==> config.mk <==
export PLATFORM = sky130hd
export DESIGN_NAME = multi_debouncer
export DESIGN_NICKNAME = d
export VERILOG_FILES = /design/src/rtl/multi_debouncer.sv
export SDC_FILE = /design/constraint.sdc
export NUM_CORES = 1
export LEC_CHECK = 0
export BUFFER_PORTS_ARGS = -buffer_cell sky130_fd_sc_hd__buf_2
export CAP_MARGIN = 20
export CORE_AREA = 2 2 73 145
export CTS_BUF_LIST = sky130_fd_sc_hd__clkbuf_8
export DETAILED_ROUTE_END_ITERATION = 10
export DIE_AREA = 0 0 75 147
export PLACE_DENSITY = 0.73
export SETUP_SLACK_MARGIN = 0.15
export SYNTH_ARGS = -nofsm -noshare
export SYNTH_HDL_FRONTEND = slang
export SYNTH_SLANG_ARGS = --single-unit
==> constraint.sdc <==
create_clock -name clock -period 4.6 [get_ports clock]
set_clock_uncertainty 0.15 [all_clocks]
set_input_delay 0.92 -clock clock [delete_from_list [all_inputs] [get_ports clock]]
set_output_delay 0.92 -clock clock [all_outputs]
set_load 0.1 [all_outputs]
==> src/rtl/multi_debouncer.sv <==
// N-channel input debouncer: per-channel synchroniser, stability counter,
// registered rise/fall/changed pulses and an optional long-hold pulse.
module multi_debouncer #(
    parameter int   CHANNELS    = 4,
    parameter int   LIMIT       = 250000,
    parameter int   SYNC_STAGES = 2,
    parameter logic INIT        = 1'b0,
    parameter int   HOLD_LIMIT  = 0
) (
    input  logic                clock,
    input  logic                reset_n,
    input  logic [CHANNELS-1:0] in_0,
    output logic [CHANNELS-1:0] out_0,
    output logic [CHANNELS-1:0] rise_0,
    output logic [CHANNELS-1:0] fall_0,
    output logic [CHANNELS-1:0] hold_0,
    output logic                changed_0
);

    localparam int              CW      = $clog2(LIMIT + 1);
    localparam logic [CW-1:0]   CNT_MAX = CW'(LIMIT - 1);
    localparam logic [CW-1:0]   CNT_ONE = CW'(1);

    logic [CHANNELS-1:0] r_sync [SYNC_STAGES];
    logic [CW-1:0]       r_cnt  [CHANNELS];
    logic [CHANNELS-1:0] r_out;
    logic [CHANNELS-1:0] r_rise;
    logic [CHANNELS-1:0] r_fall;
    logic                r_changed;

    logic [CHANNELS-1:0] w_s;
    logic [CHANNELS-1:0] w_diff;
    logic [CHANNELS-1:0] w_accept;

    assign w_s = r_sync[SYNC_STAGES-1];

    // A change is accepted on the LIMIT-th consecutive cycle of disagreement.
    always_comb begin
        w_diff   = '0;
        w_accept = '0;
        for (int i = 0; i < CHANNELS; i++) begin
            w_diff[i]   = w_s[i] ^ r_out[i];
            w_accept[i] = w_diff[i] && (r_cnt[i] == CNT_MAX);
        end
    end

    always_ff @(posedge clock or negedge reset_n) begin
        if (!reset_n) begin
            for (int k = 0; k < SYNC_STAGES; k++) begin
                r_sync[k] <= {CHANNELS{INIT}};
            end
        end else begin
            r_sync[0] <= in_0;
            for (int k = 1; k < SYNC_STAGES; k++) begin
                r_sync[k] <= r_sync[k-1];
            end
        end
    end

    always_ff @(posedge clock or negedge reset_n) begin
        if (!reset_n) begin
            for (int i = 0; i < CHANNELS; i++) begin
                r_cnt[i] <= '0;
            end
            r_out     <= {CHANNELS{INIT}};
            r_rise    <= '0;
            r_fall    <= '0;
            r_changed <= 1'b0;
        end else begin
            for (int i = 0; i < CHANNELS; i++) begin
                if (!w_diff[i] || w_accept[i]) begin
                    r_cnt[i] <= '0;
                end else begin
                    r_cnt[i] <= r_cnt[i] + CNT_ONE;
                end
            end
            r_out     <= r_out ^ w_accept;
            r_rise    <= w_accept & w_s;
            r_fall    <= w_accept & ~w_s;
            r_changed <= |w_accept;
        end
    end

    assign out_0     = r_out;
    assign rise_0    = r_rise;
    assign fall_0    = r_fall;
    assign changed_0 = r_changed;

    generate
        if (HOLD_LIMIT > 0) begin : g_hold
            localparam int            HW       = $clog2(HOLD_LIMIT + 1);
            localparam logic [HW-1:0] HOLD_MAX = HW'(HOLD_LIMIT);
            localparam logic [HW-1:0] HOLD_ONE = HW'(1);

            logic [HW-1:0]       r_hcnt [CHANNELS];
            logic [CHANNELS-1:0] r_hold;

            // Saturating at HOLD_MAX gives exactly one pulse per press.
            always_ff @(posedge clock or negedge reset_n) begin
                if (!reset_n) begin
                    for (int i = 0; i < CHANNELS; i++) begin
                        r_hcnt[i] <= '0;
                    end
                    r_hold <= '0;
                end else begin
                    for (int i = 0; i < CHANNELS; i++) begin
                        if (!r_out[i]) begin
                            r_hcnt[i] <= '0;
                        end else if (r_hcnt[i] != HOLD_MAX) begin
                            r_hcnt[i] <= r_hcnt[i] + HOLD_ONE;
                        end
                        r_hold[i] <= r_out[i] && (r_hcnt[i] == HOLD_MAX - HOLD_ONE);
                    end
                end
            end

            assign hold_0 = r_hold;
        end else begin : g_no_hold
            assign hold_0 = '0;
        end
    endgenerate

endmodule

Yosys cells after proc, flatten, opt, wreduce, memory -nomap -nowiden
Index checks and enable logic that the tools add are counted.
{ "word_totals": {"regBits": 93, "latch_bits": 0, "ramBits": 0, "rom_bits": 0, "in_bits": 6, "output_inout_bits": 17, "memories": 0} }
{ "classes": {"n_addsub": 4, "n_mul": 0, "n_div": 0, "order_cmp": 0, "n_eq_ne": 4, "shifts": 0, "muxes": 4, "n_bitwise": 8, "reduce_logical": 13} }
{ "op_table": {"columns": ["operator", "count"], "rows": [
  ["adder 18 x 1 -> 18 bit (second input constant)", 4],
  ["== test 18 bit (second input constant)", 4],
  ["2-to-1 mux 18 bit", 4],
  ["AND 4 bit", 2],
  ["logical AND 1 bit", 4],
  ["zero test 1 bit", 4],
  ["logical OR 1 bit", 4],
  ["NOT 4 bit", 1],
  ["OR reduction 4 bit", 1],
  ["bitwise XOR 1 bit", 4],
  ["bitwise XOR 4 bit", 1]
]} }

Longest topological paths before layout
Gate-level depths: netlist of run 1.
{ "depth": {"depth_word": 4, "ltp_mapped": 7} }

Least setup slack after synthesis of run 1
OpenSTA, ideal clock, no wires.
{ "synth_path": {"kind": "flip-flop to output port", "startpoint": "register with a tool-made name", "endpoint": "output port out_0[2]", "arrival_ns": 0.976, "required_time_ns": 3.530, "path_slack_ns": 2.554, "path_stages_with_launch": 1, "path_buffers": 0, "path_cell_list": "dfrtp_1"} }
{ "synth_lines": {"columns": ["item", "line", "source"], "rows": [
  ["end, declared", "13", "output logic [CHANNELS-1:0] out_0,"]
]} }

==> results of run 1 <==
==> cell families after synthesis <==
| family | after synthesis | synth area share |
|---|---|---|
| mux | 5 | 0.01427 |
| xor+xnor | 65 | 0.1299 |
| simple gates | 220 | 0.2629 |
| buf+inv | 26 | 0.02855 |
| other cells | 1 | 0.0008556 |
| compound gates | 11 | 0.02113 |
| fa+ha+maj | 4 | 0.01142 |
| flops | 93 | 0.5310 |
==> synth_stat cells (3+ instances only) <==
library cell | instances | area share
dfrtp_1 | 93 | 0.53
nor2_1 | 83 | 0.071
xnor2_1 | 56 | 0.11
nor4_1 | 24 | 0.034
nand3_1 | 23 | 0.026
nor3_1 | 20 | 0.023
nand4_1 | 18 | 0.026
nand2_1 | 15 | 0.013
inv_1 | 13 | 0.011
and3_1 | 11 | 0.016
xor2_1 | 9 | 0.018
nor3b_1 | 8 | 0.014
buf_2 | 7 | 0.0080
buf_4 | 5 | 0.0086
ha_1 | 4 | 0.011
nand4_2 | 3 | 0.0086
nor4b_2 | 3 | 0.010
o21ai_2 | 3 | 0.0060
o221ai_1 | 3 | 0.0060
==> registers in the layout (all words and copies together) (netlist names), named ones only <==
signal     flops
r_cnt         72
w_s            4
rise_0         4
changed_0      1
r_sync         4
fall_0         4
==> stage by stage <==
step	area [sq um]	setup WS (ps)	hold slack, ps	std cells	total power (W)
after global placement	4587	2522	183.6	569	0.0009147
after floorplan	4394	2554	181.2	428	0.0008942
after CTS	4768	2205	211.6	585	0.001422
after detailed placement	4587	2476	195.1	569	0.0009157
after global routing	4768	2167	210.9	585	0.001464
final	4768	2231	206.5	585	0.001400
==> per-layer routing <==
layer  GRT usage  up-vias
met1      0.1908     1456
li1            -     1499
met2      0.2254       48
met5           0        -
met4     0.05179        0
met3     0.04595        8
==> report_power, final <==
| part | leakage (nW) | internal [W] | switching, W |
|---|---|---|---|
| Sequential | 1.27 | 0.000829 | 0.0000111 |
| Combinational | 0.577 | 0.0000128 | 0.0000457 |
| Clock | 0.0881 | 0.000203 | 0.000298 |
==> worst max-delay path by stage <==
stage,startpoint,end,slack (ps),depth (start not counted)
after CTS,register,out_0[2],2210,1
final,register,out_0[2],2230,1
after global routing,register,out_0[2],2170,1
after detailed placement,r_cnt[54],r_cnt[59],2480,5
after floorplan,register,out_0[2],2550,0
after global placement,r_cnt[54],r_cnt[57],2520,5
==> layout make-up <==
type                       count  area, sq um  share of cell area
clock buffer                   9        123.9             0.02598
clock inverter                 7        57.56             0.01207
sequential                    93         2327              0.4881
tap                          135        168.9             0.03542
timing repair buffer          19        100.1             0.02099
multi-input combinational    309         1942              0.4072
inverter                      13        48.80             0.01023
==> results by group, run 1 <==
Run status
  – Status: finished clean

CTS
  – Postcts setup bufs: 0
  – TritonCTS Sinks: 93
  – Clk buf depth: 2
  – Hold_buf cts: 0
  – Clk slew on worst S/H paths: 90 ps
  – Post_cts resized: 0
  – Clock root cell: clkbuf_8
  – Number of CTS-inserted buffers: 9
  – CTS H-Tree Depth: 3
  – CTS tree: built
  – Clk_lat worst skew: 370 ps

Drt
  – Drt pass-1 iters: 4
  – Ratio of routed vias to standard cells: 5.147
  – Met3 Wirelength: 278 um
  – Routed wire length: 7.347 mm
  – Met2 wire len: 3.449 mm
  – Per-cell routed wire length: 12.56 um
  – Via count: 3011
  – First DRT Iteration DRCs: 136
  – Routed Antenna Nets: 0
  – Highest Signal Layer: met4
  – # DRC: 0
  – Met1 wire length: 3.503 mm

Setup path
  – Crit-path cells: buf_2
  – Crit Path Category: reg2out
  – CP max stage delay: 470 ps
  – Reg-to-Reg End: r_cnt[63]
  – Slowest-stage cell, CP: buf_2
  – CP delay by family, top: buffers and inverters
  – Setup crit start kind: register
  – Reg2Reg Depth: 5
  – R2r setup slk: 2440 ps
  – Crit Path Max Fanout: 6
  – CP Capture Type: output port
  – Worst r2r src: r_cnt[54]
  – CP bufs+invs: 1
  – Req. time, crit path: 3530 ps
  – Crit path DAT: 1300 ps

Logic synthesis
  – YS warnings: 0
  – Sequential element share of the synthesized area: 0.5310
  – Gate Count Post-Synth: 425
  – Synthesized flop and latch total: 93
  – Most used DFF post-synth: dfrtp_1
  – Syn Area/Cell: 10.31 sq um
  – Synth async-reset ratio: 1.000
  – Synth Cell Area: 4383 sq um
  – EDFF count, synth: 0
  – Yosys cell types: 38

Floorplan
  – Row cnt: 52
  – Boundary Pins: 23
  – Die Wd: 75 um
  – Initial Util: 0.4403
  – Die ar.: 11030 sq um
  – Chip Height: 147 um
  – Core footprint: 9955 sq um

Layout
  – Fillers: 919
  – Area growth syn-to-layout: 8.792%
  – Share of cells above drive strength 1: 0.1133
  – Antenna cells: 0
  – Commonest non-fill, non-tap cell in the layout: dfrtp_1
  – Nets: 455
  – Final Util: 0.4790
  – Most frequent cells in the layout: 93 x dfrtp_1, 83 x nor2_1, 56 x xnor2_1, 24 x nor4_1, 23 x nand3_1

STA
  – Least-Margin Pin Slew: 842.6 ps
  – Final hold viol count: 0
  – Fin. max-slew vios: 0
  – Setup tns final: 0 ps
  – Period minus WS final: 2369 ps
  – Slew headroom: 0.4383
  – RSZ-0062 raised after global routing: false
  – Final setup violation count: 0
  – Fmax: 422.0 MHz
  – Period utilization: 0.5151

Placement
  – RePlAce Congestion: 0.8321
  – Post-detail-place hpwl: 5.072 mm
  – Port-buffer cells: 18

Global route
  – First-pass GRT wire length: 12.69 mm
  – Initial antenna violation count: 0
  – Vias in the first global route: 2894
  – Largest net degree at the start of global routing: 72
  – GRT Residual Overflow: 0
  – All-Layer GR Usage: 0.1460

Hold path
  – Hold depth: 0
  – WHS Endpoint: w_s[1]
  – Hold WC Path Type: reg2reg
  – Hold_sp: r_sync[5]

Pwr
  – Leak Pwr: 1.937 nW
  – Pwr dens: 293.5 nW/um^2
  – Peak supply drop: 183.7 uV

Job
  – Max_cap viols: 0
Note: power is estimated with default switching activity, not from simulation.
==> run 2: changes to the inputs <==
==> constraint.sdc (replaced) <==
create_clock -name clock -period 2.4 [get_ports clock]
set_clock_uncertainty 0.15 [all_clocks]
set_input_delay 0.48 -clock clock [delete_from_list [all_inputs] [get_ports clock]]
set_output_delay 0.48 -clock clock [all_outputs]
set_load 0.1 [all_outputs]
==> run 2 against run 1 <==
Count of clock-buffer cells in the layout grew 1. Hold slack lost 130 ps. Register-to-register slack lost 2000 ps. Non-clock buffer count grew 5. Worst setup slack lost 1800 ps. Combinational power grew 110%. Die area is the same. Critical path depth grew 4. Final cell count grew 0.85%. Largest cell class unchanged.
==> results by group, run 2 (synthesis results as in run 1) <==
CTS
  – Clk slew on worst S/H paths: 90 ps
  – Number of CTS-inserted buffers: 9
  – CTS H-Tree Depth: 3
  – Hold_buf cts: 1
  – TritonCTS Sinks: 93
  – Clk buf depth: 2
  – Postcts setup bufs: 0
  – Clk_lat worst skew: 350 ps
  – Post_cts resized: 0
  – CTS tree: built
  – Clock root cell: clkbuf_8

STA
  – Fmax: 509.8 MHz
  – Setup tns final: 0 ps
  – Period minus WS final: 1961 ps
  – Period utilization: 0.8173
  – Slew headroom: 0.6602
  – RSZ-0062 raised after global routing: false
  – Least-Margin Pin Slew: 509.7 ps
  – Final hold viol count: 0
  – Final setup violation count: 0
  – Final worst slack: 438.6 ps
  – Fin. max-slew vios: 0

Drt
  – Drt pass-1 iters: 5
  – Routed wire length: 7.535 mm
  – Via count: 3079
  – First DRT Iteration DRCs: 143
  – Routed Antenna Nets: 0
  – # DRC: 0
  – Ratio of routed vias to standard cells: 5.219
  – Per-cell routed wire length: 12.77 um

Layout
  – Commonest non-fill, non-tap cell in the layout: dfrtp_1
  – Largest register FFs: 72
  – Area growth syn-to-layout: 10.96%
  – Share of cells above drive strength 1: 0.1209
  – Nets: 460
  – Top reg by flops: r_cnt
  – Antenna cells: 0
  – Most frequent cells in the layout: 93 x dfrtp_1, 83 x nor2_1, 56 x xnor2_1, 24 x nor4_1, 23 x nand3_1

Setup path
  – CP Capture Type: register
  – Worst Setup SP: r_cnt[54]
  – Req. time, crit path: 2500 ps
  – Crit Path Category: reg2reg
  – Setup crit start kind: register
  – Reg2Reg Depth: 5
  – Crit path DAT: 2060 ps
  – Worst r2r src: r_cnt[54]
  – Crit Path Max Fanout: 7
  – R2r setup slk: 440 ps

Floorplan
  – Boundary Pins: 23
  – Initial Util: 0.4403
  – Chip Height: 147 um
  – Core footprint: 9955 sq um
  – Die Wd: 75 um
  – Die ar.: 11030 sq um
  – Row cnt: 52

Global route
  – All-Layer GR Usage: 0.1499
  – Vias in the first global route: 2920
  – Initial antenna violation count: 0
  – First-pass GRT wire length: 13.19 mm
  – GRT Residual Overflow: 0
  – Largest net degree at the start of global routing: 38

Pwr
  – Peak supply drop: 557.4 uV
  – Pwr dens: 591.1 nW/um^2
  – Leak Pwr: 1.989 nW

Placement
  – Port-buffer cells: 18
  – Post-detail-place hpwl: 5.225 mm
  – Post-place setup slack: 430.5 ps
  – RePlAce Congestion: 0.8339

Job
  – Max_cap viols: 0

Run status
  – Status: finished clean

Hold path
  – WHS Endpoint: r_sync[6]
  – Hold depth: 1
  – Hold WC Path Type: in2reg
  – Hold_sp: in_0[2]
-- run 2: how the worst max path moves through the flow --
stage               end  cells past startpoint
6_report       register                      5
5_1_grt        register                      5
4_1_cts        register                      5
3_5_place_dp   register                      5
3_3_place_gp   register                      5
2_1_floorplan  r_cnt[9]                      5
-- run 2: layer usage --
| metal | vias to the layer above | wire (um) | GRT usage |
|---|---|---|---|
| met5 | - | 0 | 0 |
| met4 | 0 | 131 | 0.05179 |
| met3 | 14 | 289 | 0.03429 |
| met2 | 71 | 3611 | 0.2232 |
| met1 | 1479 | 3503 | 0.2137 |
| li1 | 1515 | - | - |
-- run 2: final cells by class --
class	instances	area, sq um
flip-flops and latches	93	2327
inverters	13	48.80
multi-input cells	309	1942
well taps	135	168.9
clock buffers	10	137.6
clock inverters	6	86.33
fillers	896	5091
repair buffers	24	152.6
-- run 2: critical path: stages, from the launching register on --
cell and delay, ps:
dfrtp_1 400, ha_1 230, nand4_1 280, and4b_1 390, nand2_1 120, mux2_2 280
-- run 2: power breakdown --
group          switching (W)  internal (W)
Clock               0.000530      0.000613
Combinational      0.0000902     0.0000325
Sequential         0.0000213       0.00159
-- run 2: stage by stage --
step / cells / hold slack (ps) / power, W / utilization / instance area (sq um)
global route: 590 / 52.89 / 0.002990 / 0.4886 / 4863
CTS: 590 / 64.94 / 0.002913 / 0.4886 / 4863
detailed placement: 573 / 186.5 / 0.001766 / 0.4651 / 4629
finish: 590 / 73.84 / 0.002875 / 0.4886 / 4863
floorplan: 428 / 34.41 / 0.001714 / - / 4394
global placement: 573 / 183.0 / 0.001763 / 0.4651 / 4629
